[src/rtl/uctl_cmd_mem_bridge_if.sv]
// rtl/uctl_cmd_mem_bridge_if.sv - channel, data and memory handshake bundle for the command/memory bridge
interface uctl_cmd_mem_bridge_if #(
  parameter int N_CH   = 2,
  parameter int DATA_W = 32,
  parameter int ADDR_W = 32,
  parameter int LEN_W  = 20
);
  logic [N_CH-1:0]        ch_req;
  logic [N_CH-1:0]        ch_wrRd;
  logic [N_CH*ADDR_W-1:0] ch_addr;
  logic [N_CH*LEN_W-1:0]  ch_len;
  logic [N_CH*ADDR_W-1:0] ch_bufStart;
  logic [N_CH*ADDR_W-1:0] ch_bufEnd;
  logic [N_CH-1:0]        ch_dn;

  logic                   wrData_req;
  logic [DATA_W-1:0]      wrData;
  logic                   wrData_ack;

  logic                   rdData_vld;
  logic [DATA_W-1:0]      rdData;
  logic                   rdData_rdy;

  logic                   mem_req;
  logic                   mem_wrRd;
  logic [ADDR_W-1:0]      mem_addr;
  logic [DATA_W-1:0]      mem_wrData;
  logic                   mem_ack;
  logic                   mem_rdVal;
  logic [DATA_W-1:0]      mem_rdData;

  modport master (
    input  ch_req, ch_wrRd, ch_addr, ch_len, ch_bufStart, ch_bufEnd,
    output ch_dn,
    input  wrData_req, wrData,
    output wrData_ack,
    output rdData_vld, rdData,
    input  rdData_rdy,
    output mem_req, mem_wrRd, mem_addr, mem_wrData,
    input  mem_ack, mem_rdVal, mem_rdData
  );

  modport slave (
    output ch_req, ch_wrRd, ch_addr, ch_len, ch_bufStart, ch_bufEnd,
    input  ch_dn,
    output wrData_req, wrData,
    input  wrData_ack,
    input  rdData_vld, rdData,
    output rdData_rdy,
    input  mem_req, mem_wrRd, mem_addr, mem_wrData,
    output mem_ack, mem_rdVal, mem_rdData
  );
endinterface

[src/rtl/uctl_cmd_mem_bridge.sv]
// rtl/uctl_cmd_mem_bridge.sv - round-robin multi-channel bridge moving words between channel data ports and a single-outstanding memory port
module uctl_cmd_mem_bridge #(
  parameter int N_CH   = 2,
  parameter int DATA_W = 32,
  parameter int ADDR_W = 32,
  parameter int LEN_W  = 20
) (
  input  logic sys_clk,
  input  logic sysRst_n,
  input  logic sw_rst,
  output logic busy,
  uctl_cmd_mem_bridge_if.master bus
);
  localparam int BPW    = DATA_W / 8;
  localparam int BPW_SH = $clog2(BPW);
  localparam int PTR_W  = (N_CH > 1) ? $clog2(N_CH) : 1;

  typedef enum logic [2:0] {IDLE, ARB, WDAT, MREQ, RWAIT, RHOLD, DONE} state_t;
  state_t state_q, state_d;

  logic [PTR_W-1:0]  rr_ptr_q, rr_ptr_d, gnt_q, gnt_d, arb_idx, cand;
  logic              arb_hit;
  logic              wr_q, wr_d;
  logic [ADDR_W-1:0] cur_addr_q, cur_addr_d, buf_start_q, buf_start_d, buf_end_q, buf_end_d;
  logic [ADDR_W-1:0] addr_sum, addr_next;
  logic [LEN_W-1:0]  cnt_q, cnt_d;
  logic [LEN_W:0]    words;
  logic [DATA_W-1:0] wdata_q, wdata_d, rdata_q, rdata_d;
  logic              last_word, run;

  logic [ADDR_W-1:0] addr_arr  [N_CH];
  logic [ADDR_W-1:0] start_arr [N_CH];
  logic [ADDR_W-1:0] end_arr   [N_CH];
  logic [LEN_W-1:0]  len_arr   [N_CH];

  always_comb begin
    for (int i = 0; i < N_CH; i++) begin
      addr_arr[i]  = bus.ch_addr[i*ADDR_W +: ADDR_W];
      start_arr[i] = bus.ch_bufStart[i*ADDR_W +: ADDR_W];
      end_arr[i]   = bus.ch_bufEnd[i*ADDR_W +: ADDR_W];
      len_arr[i]   = bus.ch_len[i*LEN_W +: LEN_W];
    end
  end

  // First requester at or after rr_ptr, wrapping modulo N_CH.
  always_comb begin
    arb_hit = 1'b0;
    arb_idx = '0;
    cand    = '0;
    for (int i = 0; i < N_CH; i++) begin
      cand = PTR_W'((int'(rr_ptr_q) + i) % N_CH);
      if (!arb_hit && bus.ch_req[cand]) begin
        arb_hit = 1'b1;
        arb_idx = cand;
      end
    end
  end

  assign words     = ({1'b0, len_arr[arb_idx]} + (LEN_W+1)'(BPW - 1)) >> BPW_SH;
  assign last_word = (cnt_q == LEN_W'(1));
  assign addr_sum  = cur_addr_q + ADDR_W'(BPW);
  // An empty or inverted buffer window means plain linear addressing.
  assign addr_next = ((buf_end_q > buf_start_q) && (addr_sum >= buf_end_q)) ? buf_start_q : addr_sum;

  always_ff @(posedge sys_clk or negedge sysRst_n) begin
    if (!sysRst_n) state_q <= IDLE;
    else           state_q <= state_d;
  end

  always_comb begin
    state_d = state_q;
    case (state_q)
      IDLE:  if (|bus.ch_req) state_d = ARB;
      ARB: begin
        if (!arb_hit)                     state_d = IDLE;
        else if (len_arr[arb_idx] == '0)  state_d = DONE;
        else if (bus.ch_wrRd[arb_idx])    state_d = WDAT;
        else                              state_d = MREQ;
      end
      WDAT:  if (bus.wrData_req) state_d = MREQ;
      MREQ: begin
        if (bus.mem_ack) begin
          if (wr_q) state_d = last_word ? DONE : WDAT;
          else      state_d = bus.mem_rdVal ? RHOLD : RWAIT;
        end
      end
      RWAIT: if (bus.mem_rdVal) state_d = RHOLD;
      RHOLD: if (bus.rdData_rdy) state_d = last_word ? DONE : MREQ;
      DONE:  state_d = IDLE;
      default: state_d = IDLE;
    endcase
    if (sw_rst) state_d = IDLE;
  end

  always_comb begin
    rr_ptr_d    = rr_ptr_q;
    gnt_d       = gnt_q;
    wr_d        = wr_q;
    cur_addr_d  = cur_addr_q;
    buf_start_d = buf_start_q;
    buf_end_d   = buf_end_q;
    cnt_d       = cnt_q;
    wdata_d     = wdata_q;
    rdata_d     = rdata_q;
    case (state_q)
      ARB: if (arb_hit) begin
        rr_ptr_d    = PTR_W'((int'(arb_idx) + 1) % N_CH);
        gnt_d       = arb_idx;
        wr_d        = bus.ch_wrRd[arb_idx];
        cur_addr_d  = addr_arr[arb_idx];
        buf_start_d = start_arr[arb_idx];
        buf_end_d   = end_arr[arb_idx];
        cnt_d       = LEN_W'(words);
      end
      WDAT: if (bus.wrData_req) wdata_d = bus.wrData;
      MREQ: if (bus.mem_ack) begin
        if (wr_q) begin
          cur_addr_d = addr_next;
          cnt_d      = cnt_q - LEN_W'(1);
        end else if (bus.mem_rdVal) begin
          rdata_d = bus.mem_rdData;
        end
      end
      RWAIT: if (bus.mem_rdVal) rdata_d = bus.mem_rdData;
      RHOLD: if (bus.rdData_rdy) begin
        cur_addr_d = addr_next;
        cnt_d      = cnt_q - LEN_W'(1);
      end
      default: ;
    endcase
    if (sw_rst) begin
      rr_ptr_d    = '0;
      gnt_d       = '0;
      wr_d        = 1'b0;
      cur_addr_d  = '0;
      buf_start_d = '0;
      buf_end_d   = '0;
      cnt_d       = '0;
      wdata_d     = '0;
      rdata_d     = '0;
    end
  end

  always_ff @(posedge sys_clk or negedge sysRst_n) begin
    if (!sysRst_n) begin
      rr_ptr_q    <= '0;
      gnt_q       <= '0;
      wr_q        <= 1'b0;
      cur_addr_q  <= '0;
      buf_start_q <= '0;
      buf_end_q   <= '0;
      cnt_q       <= '0;
      wdata_q     <= '0;
      rdata_q     <= '0;
    end else begin
      rr_ptr_q    <= rr_ptr_d;
      gnt_q       <= gnt_d;
      wr_q        <= wr_d;
      cur_addr_q  <= cur_addr_d;
      buf_start_q <= buf_start_d;
      buf_end_q   <= buf_end_d;
      cnt_q       <= cnt_d;
      wdata_q     <= wdata_d;
      rdata_q     <= rdata_d;
    end
  end

  // Handshake outputs are suppressed during a soft reset cycle so nothing is accepted that is about to be discarded.
  always_comb begin
    run            = !sw_rst;
    busy           = (state_q != IDLE);
    bus.mem_req    = run && (state_q == MREQ);
    bus.mem_wrRd   = bus.mem_req && wr_q;
    bus.mem_addr   = bus.mem_req ? cur_addr_q : '0;
    bus.mem_wrData = bus.mem_wrRd ? wdata_q : '0;
    bus.wrData_ack = run && (state_q == WDAT) && bus.wrData_req;
    bus.rdData_vld = run && (state_q == RHOLD);
    bus.rdData     = rdata_q;
    bus.ch_dn      = '0;
    if (run && (state_q == DONE)) bus.ch_dn[gnt_q] = 1'b1;
  end
endmodule

[src/flat_wrapper.sv]
// flat-port wrapper written by rule: the top's interface ports become plain ports
module uctl_cmd_mem_bridge_flat 
#(
  parameter int N_CH   = 2,
  parameter int DATA_W = 32,
  parameter int ADDR_W = 32,
  parameter int LEN_W  = 20
)
  (sys_clk, sysRst_n, sw_rst, busy, bus_ch_req, bus_ch_wrRd, bus_ch_addr, bus_ch_len, bus_ch_bufStart, bus_ch_bufEnd, bus_ch_dn, bus_wrData_req, bus_wrData, bus_wrData_ack, bus_rdData_vld, bus_rdData, bus_rdData_rdy, bus_mem_req, bus_mem_wrRd, bus_mem_addr, bus_mem_wrData, bus_mem_ack, bus_mem_rdVal, bus_mem_rdData);
  uctl_cmd_mem_bridge_if #(.N_CH(N_CH), .DATA_W(DATA_W), .ADDR_W(ADDR_W), .LEN_W(LEN_W)) bus_i ();
  input  logic sys_clk;
  input  logic sysRst_n;
  input  logic sw_rst;
  output logic busy;
  input wire logic [$bits(bus_i.ch_req)-1:0] bus_ch_req;
  input wire logic [$bits(bus_i.ch_wrRd)-1:0] bus_ch_wrRd;
  input wire logic [$bits(bus_i.ch_addr)-1:0] bus_ch_addr;
  input wire logic [$bits(bus_i.ch_len)-1:0] bus_ch_len;
  input wire logic [$bits(bus_i.ch_bufStart)-1:0] bus_ch_bufStart;
  input wire logic [$bits(bus_i.ch_bufEnd)-1:0] bus_ch_bufEnd;
  output wire logic [$bits(bus_i.ch_dn)-1:0] bus_ch_dn;
  input wire logic [$bits(bus_i.wrData_req)-1:0] bus_wrData_req;
  input wire logic [$bits(bus_i.wrData)-1:0] bus_wrData;
  output wire logic [$bits(bus_i.wrData_ack)-1:0] bus_wrData_ack;
  output wire logic [$bits(bus_i.rdData_vld)-1:0] bus_rdData_vld;
  output wire logic [$bits(bus_i.rdData)-1:0] bus_rdData;
  input wire logic [$bits(bus_i.rdData_rdy)-1:0] bus_rdData_rdy;
  output wire logic [$bits(bus_i.mem_req)-1:0] bus_mem_req;
  output wire logic [$bits(bus_i.mem_wrRd)-1:0] bus_mem_wrRd;
  output wire logic [$bits(bus_i.mem_addr)-1:0] bus_mem_addr;
  output wire logic [$bits(bus_i.mem_wrData)-1:0] bus_mem_wrData;
  input wire logic [$bits(bus_i.mem_ack)-1:0] bus_mem_ack;
  input wire logic [$bits(bus_i.mem_rdVal)-1:0] bus_mem_rdVal;
  input wire logic [$bits(bus_i.mem_rdData)-1:0] bus_mem_rdData;
  assign bus_i.ch_req = bus_ch_req;
  assign bus_i.ch_wrRd = bus_ch_wrRd;
  assign bus_i.ch_addr = bus_ch_addr;
  assign bus_i.ch_len = bus_ch_len;
  assign bus_i.ch_bufStart = bus_ch_bufStart;
  assign bus_i.ch_bufEnd = bus_ch_bufEnd;
  assign bus_ch_dn = bus_i.ch_dn;
  assign bus_i.wrData_req = bus_wrData_req;
  assign bus_i.wrData = bus_wrData;
  assign bus_wrData_ack = bus_i.wrData_ack;
  assign bus_rdData_vld = bus_i.rdData_vld;
  assign bus_rdData = bus_i.rdData;
  assign bus_i.rdData_rdy = bus_rdData_rdy;
  assign bus_mem_req = bus_i.mem_req;
  assign bus_mem_wrRd = bus_i.mem_wrRd;
  assign bus_mem_addr = bus_i.mem_addr;
  assign bus_mem_wrData = bus_i.mem_wrData;
  assign bus_i.mem_ack = bus_mem_ack;
  assign bus_i.mem_rdVal = bus_mem_rdVal;
  assign bus_i.mem_rdData = bus_mem_rdData;
  uctl_cmd_mem_bridge #(.N_CH(N_CH), .DATA_W(DATA_W), .ADDR_W(ADDR_W), .LEN_W(LEN_W)) u_core (.sys_clk(sys_clk), .sysRst_n(sysRst_n), .sw_rst(sw_rst), .busy(busy), .bus(bus_i));
endmodule
[config.mk]
export PLATFORM = sky130hd
export DESIGN_NAME = uctl_cmd_mem_bridge_flat
export DESIGN_NICKNAME = d
export VERILOG_FILES = /design/src/rtl/uctl_cmd_mem_bridge_if.sv /design/src/rtl/uctl_cmd_mem_bridge.sv /design/src/flat_wrapper.sv
export SDC_FILE = /design/constraint.sdc
export NUM_CORES = 1
export LEC_CHECK = 0
export CAP_MARGIN = 10
export CORE_MARGIN = 2
export CORE_UTILIZATION = 43
export CTS_BUF_LIST = sky130_fd_sc_hd__clkbuf_8
export DETAILED_ROUTE_END_ITERATION = 8
export DONT_BUFFER_PORTS = 1
export PLACE_DENSITY_LB_ADDON = 0.05
export SYNTH_ARGS = -nofsm -noshare
export SYNTH_HDL_FRONTEND = slang
export SYNTH_SLANG_ARGS = --single-unit
export TNS_END_PERCENT = 50
[constraint.sdc]
create_clock -name sys_clk -period 3.4 [get_ports sys_clk]
set_input_delay 0.68 -clock sys_clk [delete_from_list [all_inputs] [get_ports sys_clk]]
set_output_delay 0.68 -clock sys_clk [all_outputs]
set_load 0.02 [all_outputs]
==> impl_metrics.yaml, run 1 <==
synth:
  ys_top_cells_by_area: "dfrtp_1 (38%), mux2i_1 (8.4%), ha_1 (6.8%), nand2_1 (6.1%), a21oi_1 (4.5%)"
  synth_nets: 1826
  synth_cell_types: 62
  async_reset_ff_frac: 1.00
  netlist_instances: 1452
  synth_ff_type: "dfrtp_1"
  synth_seq_cells: 186
  ys_seq_area_frac: 0.375
  synth_edf_count: 0
  synth_area_sq_um: 12400
  synth_top_area_share: 0.375
  syn_avg_cell_area_sq_um: 8.54
  yosys.area.top_type: "dfrtp_1"
  ys_warn_count: 0
power:
  peakVddDrop_mv: 0.308
  p_leak_nw: 6.42
  sw_frac_of_total: 0.453
  power.switching_mw: 4.76
  pwr_density_cell_nw_per_um2: 723
  p_int_mw: 5.75
  p_comb_frac: 0.519
  seq_power_share: 0.321
  power.share.clock: 0.160
timing:
  max_freq_ghz: 0.271
  fin_ws_ns: -0.286
  drv_slew: 0
  setup_violations: 32
  fin_crit_sh: 1.08
  relSlewSlack: 0.391
  period_needed_ns: 3.69
  final.setup.tns_ns: -7.50
  rsz0062_at_grt: "yes"
  whs_ns: -0.123
  hold_viol: 88
  tightest_slew_ns: 0.890
  fin_skew_ns: 0.0195
job:
  maxCapViolations: 0
worst_setup_path:
  r2r_start: "u_core.cur_addr_q[3]"
  cp_cell_sequence: "ha_2 > nand4_1 > nor3_2 > and4_4 > nand2_8 > nor2_4 > xnor2_1 > buf_4 > buf_4 > buf_4 > buf_4 > buf_4 > buf_4 > buf_4 > buf_4 > buf_4 > buf_4 > buf_4 > buf_4 > buf_4 > buf_4 > buf_4 > o221ai_2"
  endpoint_kind: "flip-flop"
  cp_slowest_cell: "dfrtp_1"
  worstSetupStartpoint: "u_core.cur_addr_q[3]"
  crit_required_ns: 3.80
  path_common_cell: "buf_4"
  slowest_delay_ns: 0.43
  worstRegToRegCells: 23
  crit_end: "u_core.cur_addr_q[26]"
  critPathArrivalTime_ns: 4.09
  rrSetupSlack_ns: -0.29
  reg2reg_to: "u_core.cur_addr_q[26]"
  start_kind: "flip-flop"
  path_class: "reg2reg"
  cp_max_fo: 4
die:
  core_area_sq_um: 28500
  die-area_sq_um: 30200
  die_x_um: 174
  rows: 62
  fp.dieH_um: 174
  start_util: 0.434
  ioPinCount: 410
clock_tree:
  cts_sinks: 186
  cts_tree: "yes"
  clockBufferDepth: 2
  clock_latency_ns: 0.48
  path_clk_slew_ns: 0.11
  cts_buffers: 17
  cts_max_level: 4
  cts_root_buf: "clkbuf_8"
route:
  ant_nets: 0
  post_drt_wl_per_cell_um: 21.5
  drc_errors: 0
  drt_first_iter_violations: 610
  vias_per_cell: 5.87
  vias: 11200
  totalWireLength_um: 41100
  first_pass_iters: 5
global_route:
  overflow: 0
  grt_pass1_vias: 11200
  grt_pass1_wl_um: 63200
  grtUsageTotal: 0.266
  grt_max_degree: 187
  antenna_found_initial: 4
placement:
  gp_congestion: 0.892
  dp_hpwl_um: 30500
  post_dp_cell_area_sq_um: 13400
  io_buffers: 0
finish:
  fin_nets: 1885
  drive_above_1_share: 0.158
  nFillCells: 2824
  fin_area_sq_um: 14500
  area_growth_pct: 17.3
run_status:
  status: "finished with violations"
  failed_checks: "negative hold slack, negative setup slack"
worst_hold_path:
  hp-class: "in2async"
## per-stage QoR
step	hold WS (ns)	utilization	instances	worst slack, ns	power [mW]
finish	-0.123	0.509	1910	-0.286	10.5
global route	-0.161	0.509	1910	-0.520	11.3
CTS	-0.152	0.505	1905	-0.278	10.4
detailed placement	0.393	0.471	1845	-0.360	8.24
global placement	0.392	0.471	1845	-0.250	8.17
floorplan	0.384	-	1452	0.0246	6.38
## cell usage after synthesis, drive strengths merged (3+ instances only)
cell,count
nand2,203
dfrtp,186
a21oi,111
mux2i,104
o21ai,97
inv,93
clkbuf,78
ha,67
and2,63
nor3,51
nor2,49
nand3,40
a22o,32
xnor2,30
o211ai,27
nand4,24
o311ai,23
buf,19
nor4,17
o31ai,15
xor2,14
o221ai,13
nand2b,12
a31oi,7
and3,6
o22ai,6
a21o,5
a211oi,4
nor2b,4
o2111ai,4
or4,4
a211o,3
a21boi,3
a221oi,3
a22oi,3
and4,3
or2,3
## critical path: cells and delay by family (launching register included)
| family | cells | cell delay (ns) |
|---|---|---|
| flip-flops | 1 | 0.43 |
| buffers and inverters | 15 | 1.86 |
| XOR/XNOR | 1 | 0.09 |
| adder cells (fa/ha/maj) | 1 | 0.21 |
| AND/OR/NAND/NOR | 5 | 0.83 |
| AO/OA/AOI/OAI | 1 | 0.17 |
## repair_timing
item,4_1_cts,5_1_grt
endpoints found under the setup margin,32,32
setup buffers,28,4
gates resized for setup,49,22
pin swaps,32,17
hold endpoints to repair,186,186
gates cloned,1,0
## layout make-up
cell class,count,area (sq um),area share
tap,384,480,0.0330
antenna,3,7.51,0.000516
inverter,93,349,0.0240
clock inverter,13,180,0.0124
timing repair buffer,137,1080,0.0745
multi-input combinational,1076,7540,0.518
clock buffer,18,248,0.0170
sequential,186,4650,0.320
## kinds of logic after synthesis
kind of cell,Yosys count,share of synthesized area
flops,186,0.375
fa+ha+maj,67,0.0676
buf+inv,190,0.0583
compound gates,374,0.194
xor+xnor,44,0.0311
simple gates,485,0.188
mux,106,0.0858
## placed cells by master, fill, tap and decap left out, drive strengths merged, types with 12 or more instances in the layout
cell type	instances
a21oi	111
a22o	32
and2	63
buf	137
clkbuf	18
dfrtp	186
ha	67
inv	101
mux2i	104
nand2	203
nand2b	12
nand3	40
nand4	24
nor2	49
nor3	51
nor4	17
o211ai	27
o21ai	97
o221ai	13
o311ai	23
o31ai	15
xnor2	30
xor2	14
## metal layers
metal  vias up  global-route usage  wire, um
met5         -                   0         0
met4         0              0.0858      1040
met3        54              0.0533      2430
met2       377               0.442     19600
met1      5456               0.349     18000
li1       5317                   -         -
## registers in the layout, summed over array words and instances (netlist names), 3 cells and up
name / count
u_core.buf_end_q: 32
u_core.buf_start_q: 32
u_core.bus.rdData: 32
u_core.cur_addr_q: 32
u_core.wdata_q: 32
u_core.cnt_q: 20
u_core.state_q: 3
## worst min path at each step
stage,slack (ns),from,cells past startpoint,end
finish,-0.12,sysRst_n,0,u_core.buf_end_q[25]
global route,-0.16,sysRst_n,0,u_core.buf_end_q[30]
CTS,-0.15,sysRst_n,0,u_core.buf_end_q[30]
detailed placement,0.39,sysRst_n,0,u_core.buf_end_q[30]
global placement,0.39,sysRst_n,0,u_core.buf_end_q[30]
floorplan,0.38,sysRst_n,0,u_core.buf_end_q[0]
## power by group through the flow
stage	clock network (mW)	logic [mW]	registers, mW
6_report	1.68	5.46	3.37
5_1_grt	1.81	6.04	3.46
4_1_cts	1.72	5.30	3.36
3_5_place_dp	0	4.84	3.40
3_3_place_gp	0	4.78	3.39
2_1_floorplan	0	3.14	3.23
Note: power is estimated with default switching activity, not from simulation.
==> run 2: changes to the inputs <==
- ABC_AREA: not set -> 1
==> impl_metrics.yaml, run 2 <==
run_status:
  status: "finished with violations"
  failed_checks: "negative hold slack"
clock_tree:
  cts_sinks: 186
  path_clk_slew_ns: 0.11
  clock_latency_ns: 0.51
  clockBufferDepth: 2
  cts_max_level: 4
  cts_root_buf: "clkbuf_8"
  cts_buffers: 17
  cts_tree: "yes"
finish:
  layout_common_cells: "nand2_1 (380), inv_1 (258), nand3_1 (201)"
  layout_commonest_cell: "nand2_1"
  final_util: 0.478
  nFillCells: 3099
  num_antenna_cells: 0
  seqCellArea_sq_um: 4660
  fin_nets: 2218
  drive_above_1_share: 0.0921
  area_growth_pct: 9.35
  multi_input_area_sq_um: 7100
synth:
  synth_area_sq_um: 13000
  synth_edf_count: 0
  ys_warn_count: 0
  ys_seq_area_frac: 0.358
  synth_top_area_share: 0.358
  yosys-top-cells-count: "nand2_1 (385), inv_1 (257), nand3_1 (204)"
  syn_avg_cell_area_sq_um: 6.98
  synth_cell_types: 48
  async_reset_ff_frac: 1.00
  ys_top_cells_by_area: "dfrtp_1 (36%), nand2_1 (11%), nand3_1 (7.9%), inv_1 (7.4%), ha_1 (6.5%)"
  synth.most_common_cell: "nand2_1"
  netlist_instances: 1862
  synth_ff_type: "dfrtp_1"
  yosys.area.top_type: "dfrtp_1"
  synth_seq_cells: 186
  synth_nets: 2236
job:
  maxCapViolations: 0
route:
  first_pass_iters: 5
  drc_errors: 0
  vias_per_cell: 5.42
  drt_first_iter_violations: 961
  totalWireLength_um: 44100
  post_drt_wl_per_cell_um: 19.6
  vias: 12200
  ant_nets: 0
global_route:
  grt_max_degree: 187
  grt_pass1_vias: 11700
  antenna_found_initial: 0
  grtUsageTotal: 0.273
  overflow: 0
  grt_pass1_wl_um: 65500
worst_setup_path:
  critPathArrivalTime_ns: 2.63
  path_class: "reg2out"
  worstRegToRegCells: 19
  cp_max_fo: 33
  start_kind: "flip-flop"
  worstSetupStartpoint: "u_core.state_q[1]"
  endpoint_kind: "output port"
  r2r_start: "u_core.cur_addr_q[19]"
  crit_required_ns: 2.72
timing:
  hold_viol: 186
  relSlewSlack: 0.282
  tightest_slew_ns: 1.08
  max_freq_ghz: 0.302
  period_needed_ns: 3.31
  whs_ns: -0.129
  fin_skew_ns: 0.0190
  final.setup.tns_ns: 0
  rsz0062_at_grt: "yes"
  setup_violations: 0
  fin_crit_sh: 0.973
  drv_slew: 0
power:
  pwr_density_cell_nw_per_um2: 768
  peakVddDrop_mv: 0.497
  p_leak_nw: 6.46
die:
  fp.dieH_um: 178
  rows: 63
  die-area_sq_um: 31600
  ioPinCount: 410
  die_x_um: 178
  core_area_sq_um: 29700
  start_util: 0.437
worst_hold_path:
  hp-class: "in2async"
placement:
  io_buffers: 0
  dp_hpwl_um: 33600
  gp_congestion: 0.938
==> run 2: cell types whose count changed after synthesis, moves of 43 or more <==
cell	previous run	this run
nand3_1	40	204
o21ai_1	7	50
and2_1	63	0
nand2_1	203	385
nor2_1	49	187
inv_1	93	257
mux2i_1	104	0
==> run 2: path summary, 6_finish.rpt <==
path / end / slack [ns]
worst max register to register: u_core.cur_addr_q[18] / 0.11
min in group sys_clk: u_core.wr_q / 0.24
max in group asynchronous: u_core.bus.rdData[12] / 3.20
worst min register to register: u_core.cur_addr_q[31] / 0.50
worst min-delay path: u_core.buf_start_q[26] / -0.13
worst max-delay path: bus_mem_wrData[7] / 0.09
==> run 2: repair_timing <==
item / 4_1_cts / 5_1_grt
resized for setup: 2 / 42
hold endpoints to repair: 186 / 186
pin swaps: 0 / 8
endpoints found under the setup margin: 2 / 65
setup buffers: 0 / 7
cloned: 0 / 2
==> run 2: per-layer routing <==
metal | up-vias | global-route usage | part of all wire
met4 | 0 | 0.105 | 0.032
met3 | 64 | 0.0628 | 0.063
met2 | 403 | 0.460 | 0.48
met1 | 5681 | 0.340 | 0.42
met5 | - | 0 | 0
li1 | 6037 | - | -
==> run 2: power breakdown <==
group | internal [mW] | switching, mW | leakage (nW)
logic | 2.08 | 3.85 | 3.76
registers | 2.79 | 0.605 | 2.48
clock network | 0.678 | 0.897 | 0.212
total | 5.55 | 5.36 | 6.46
==> run 2: cell type report <==
cell class | count | share of cell area
multi-input cells | 1309 | 0.499
flip-flops and latches | 186 | 0.328
inverters | 269 | 0.0712
repair buffers | 61 | 0.0391
well taps | 390 | 0.0343
clock buffers | 18 | 0.0174
clock inverters | 14 | 0.0107
==> run 2: worst max-delay path: stages (launching register included) <==
cell and delay, ns:
dfrtp_1 0.43, inv_2 0.08, nor2_2 0.09, inv_2 0.05, nor2_4 0.12, inv_2 0.08
nor2_2 0.27, inv_2 0.09, nor2_4 0.20, inv_2 0.26, nor2_1 0.43
==> run 2: stage by stage <==
stage	worst slack (ns)	area, sq um	power [mW]	std cells
after floorplan	0.155	13000	7.15	1862
after CTS	0.00427	13900	10.5	2238
after global routing	-0.137	14200	11.8	2247
final	0.0901	14200	10.9	2247
after detailed placement	0.0171	13500	8.88	2206
after global placement	0.0338	13500	8.82	2206
==> run 2: cells by family after synthesis <==
kind of cell / Yosys count / synth area share
simple gates: 877 / 0.297
buf+inv: 367 / 0.111
flops: 186 / 0.358
fa+ha+maj: 67 / 0.0645
xor+xnor: 37 / 0.0249
compound gates: 328 / 0.144
==> run 3: changes to the inputs <==
- CORE_AREA: not set -> 2 2 160 162
- CORE_MARGIN: 2 -> not set
- CORE_UTILIZATION: 43 -> not set
- DIE_AREA: not set -> 0 0 162 164
==> impl_metrics.yaml, run 3 (synthesized netlist as in run 2, its figures left out) <==
placement:
  dp_hpwl_um: 32200
  gp_congestion: 0.962
  io_buffers: 0
  post_dp_cell_area_sq_um: 13400
worst_setup_path:
  path_common_cell: "nand2_1"
  critPathTopFamily: "simple AND/OR/NAND/NOR gates"
  crit_required_ns: 3.83
  cp_slowest_cell: "dfrtp_1"
  cp_num_buf_inv: 1
  slowest_delay_ns: 0.40
  endpoint_kind: "flip-flop"
  start_kind: "flip-flop"
  cp_cell_sequence: "ha_2 > nand3_4 > nor2_4 > nand3_2 > nor2_2 > nand2_2 > nor2_4 > nand3_1 > a21oi_1 > ha_1 > nand3_1 > nand2_1 > nand2_1 > nand2_1 > a21oi_2 > nand2_2 > nand3_4 > buf_12 > o21ai_4 > or2_2 > nand2_1"
  cp_max_fo: 22
  critPathArrivalTime_ns: 3.83
  path_class: "reg2reg"
run_status:
  status: "finished with violations"
  failed_checks: "negative hold slack, negative setup slack"
global_route:
  antenna_found_initial: 3
  grt_pass1_vias: 11600
  grt_max_degree: 187
  overflow: 0
  grtUsageTotal: 0.318
  grt_pass1_wl_um: 65100
timing:
  final.setup.tns_ns: -0.00000266
  hold_viol: 186
  relSlewSlack: 0.293
  whs_ns: -0.132
  rsz0062_at_grt: "yes"
  period_needed_ns: 3.40
  fin_ws_ns: -0.00000266
  drv_slew: 0
  max_freq_ghz: 0.294
  fin_skew_ns: 0.0261
  setup_violations: 1
  fin_crit_sh: 1.00
  tightest_slew_ns: 1.06
finish:
  drive_above_1_share: 0.100
  fin_nets: 2219
  nFillCells: 2463
  final_util: 0.573
  layout_common_cells: "nand2_1 (368), inv_1 (255), nand3_1 (197)"
  seqCellArea_sq_um: 4660
  multi_input_area_sq_um: 7140
  fin_area_sq_um: 14200
  layout_commonest_cell: "nand2_1"
  area_growth_pct: 9.43
worst_hold_path:
  hp-class: "in2async"
clock_tree:
  cts_sinks: 186
  path_clk_slew_ns: 0.12
  cts_root_buf: "clkbuf_8"
  cts_tree: "yes"
  clock_latency_ns: 0.49
  clockBufferDepth: 2
  cts_max_level: 4
  cts_buffers: 17
route:
  ant_nets: 0
  post_drt_wl_per_cell_um: 20.0
  drc_errors: 0
  drt_first_iter_violations: 1358
  vias_per_cell: 5.76
  totalWireLength_um: 43700
  first_pass_iters: 6
  vias: 12600
die:
  ioPinCount: 410
  die_x_um: 162
  core_area_sq_um: 24800
  die-area_sq_um: 26600
  rows: 58
  fp.dieH_um: 164
  start_util: 0.523
power:
  p_leak_nw: 6.49
  pwr_density_cell_nw_per_um2: 780
  peakVddDrop_mv: 0.684
  power.total_mw: 11.1
job:
  maxCapViolations: 0
[run 3: final timing paths]
check	startpoint	to	slack (ns)	depth (start not counted)
hold / removal	sysRst_n	u_core.buf_start_q[29]	-0.13	0
setup / recovery	u_core.cur_addr_q[2]	u_core.cur_addr_q[1]	-0.000003	21
min in group sys_clk	sw_rst	u_core.wr_q	0.25	1
max in group asynchronous	sysRst_n	u_core.cur_addr_q[19]	3.11	0
hold reg to reg	u_core.cur_addr_q[31]	u_core.cur_addr_q[31]	0.49	2
setup reg to reg	u_core.cur_addr_q[2]	u_core.cur_addr_q[1]	-0.000003	21
[run 3: timing repair]
item / in CTS / in global routing
cloned: 0 / 2
hold endpoints to repair: 186 / 186
pin swaps: 0 / 20
resized for setup: 2 / 58
endpoints found under the setup margin: 8 / 37
setup buffers: 1 / 11
[run 3: area by class of cell]
cell class | instances | share of cell area
multi-input combinational | 1309 | 0.502
sequential | 186 | 0.328
inverter | 269 | 0.0711
timing repair buffer | 62 | 0.0414
tap | 330 | 0.0290
clock buffer | 17 | 0.0165
clock inverter | 15 | 0.0121
antenna | 3 | 0.000528
[run 3: routing by layer]
layer,track usage,vias up,routed length [um]
met2,0.546,535,21500
met1,0.411,5956,18000
met3,0.0563,69,3000
met5,0,-,0
met4,0.0977,0,1210
li1,-,6052,-
[run 3: worst reg2reg max path, stage by stage, from the launching register on]
cell and delay (ns):
dfrtp_1 0.40, ha_2 0.23, nand3_4 0.10, nor2_4 0.13
nand3_2 0.10, nor2_2 0.11, nand2_2 0.10, nor2_4 0.18
nand3_1 0.09, a21oi_1 0.35, ha_1 0.32, nand3_1 0.09
nand2_1 0.05, nand2_1 0.05, nand2_1 0.06, a21oi_2 0.14
nand2_2 0.09, nand3_4 0.17, buf_12 0.19, o21ai_4 0.08
or2_2 0.28, nand2_1 0.06
[run 3: power by group]
part / total [mW] / internal [mW] / switching [mW]
combinational: 6.11 / 2.14 / 3.97
clock: 1.57 / 0.563 / 1.01
sequential: 3.40 / 2.79 / 0.607
[run 3: metrics by stage]
stage,cells,setup slack [ns]
finish,2191,-0.00000266
global route,2191,-0.259
CTS,2175,0.00459
detailed placement,2142,-0.0471
global placement,2142,0.0374
floorplan,1862,0.155
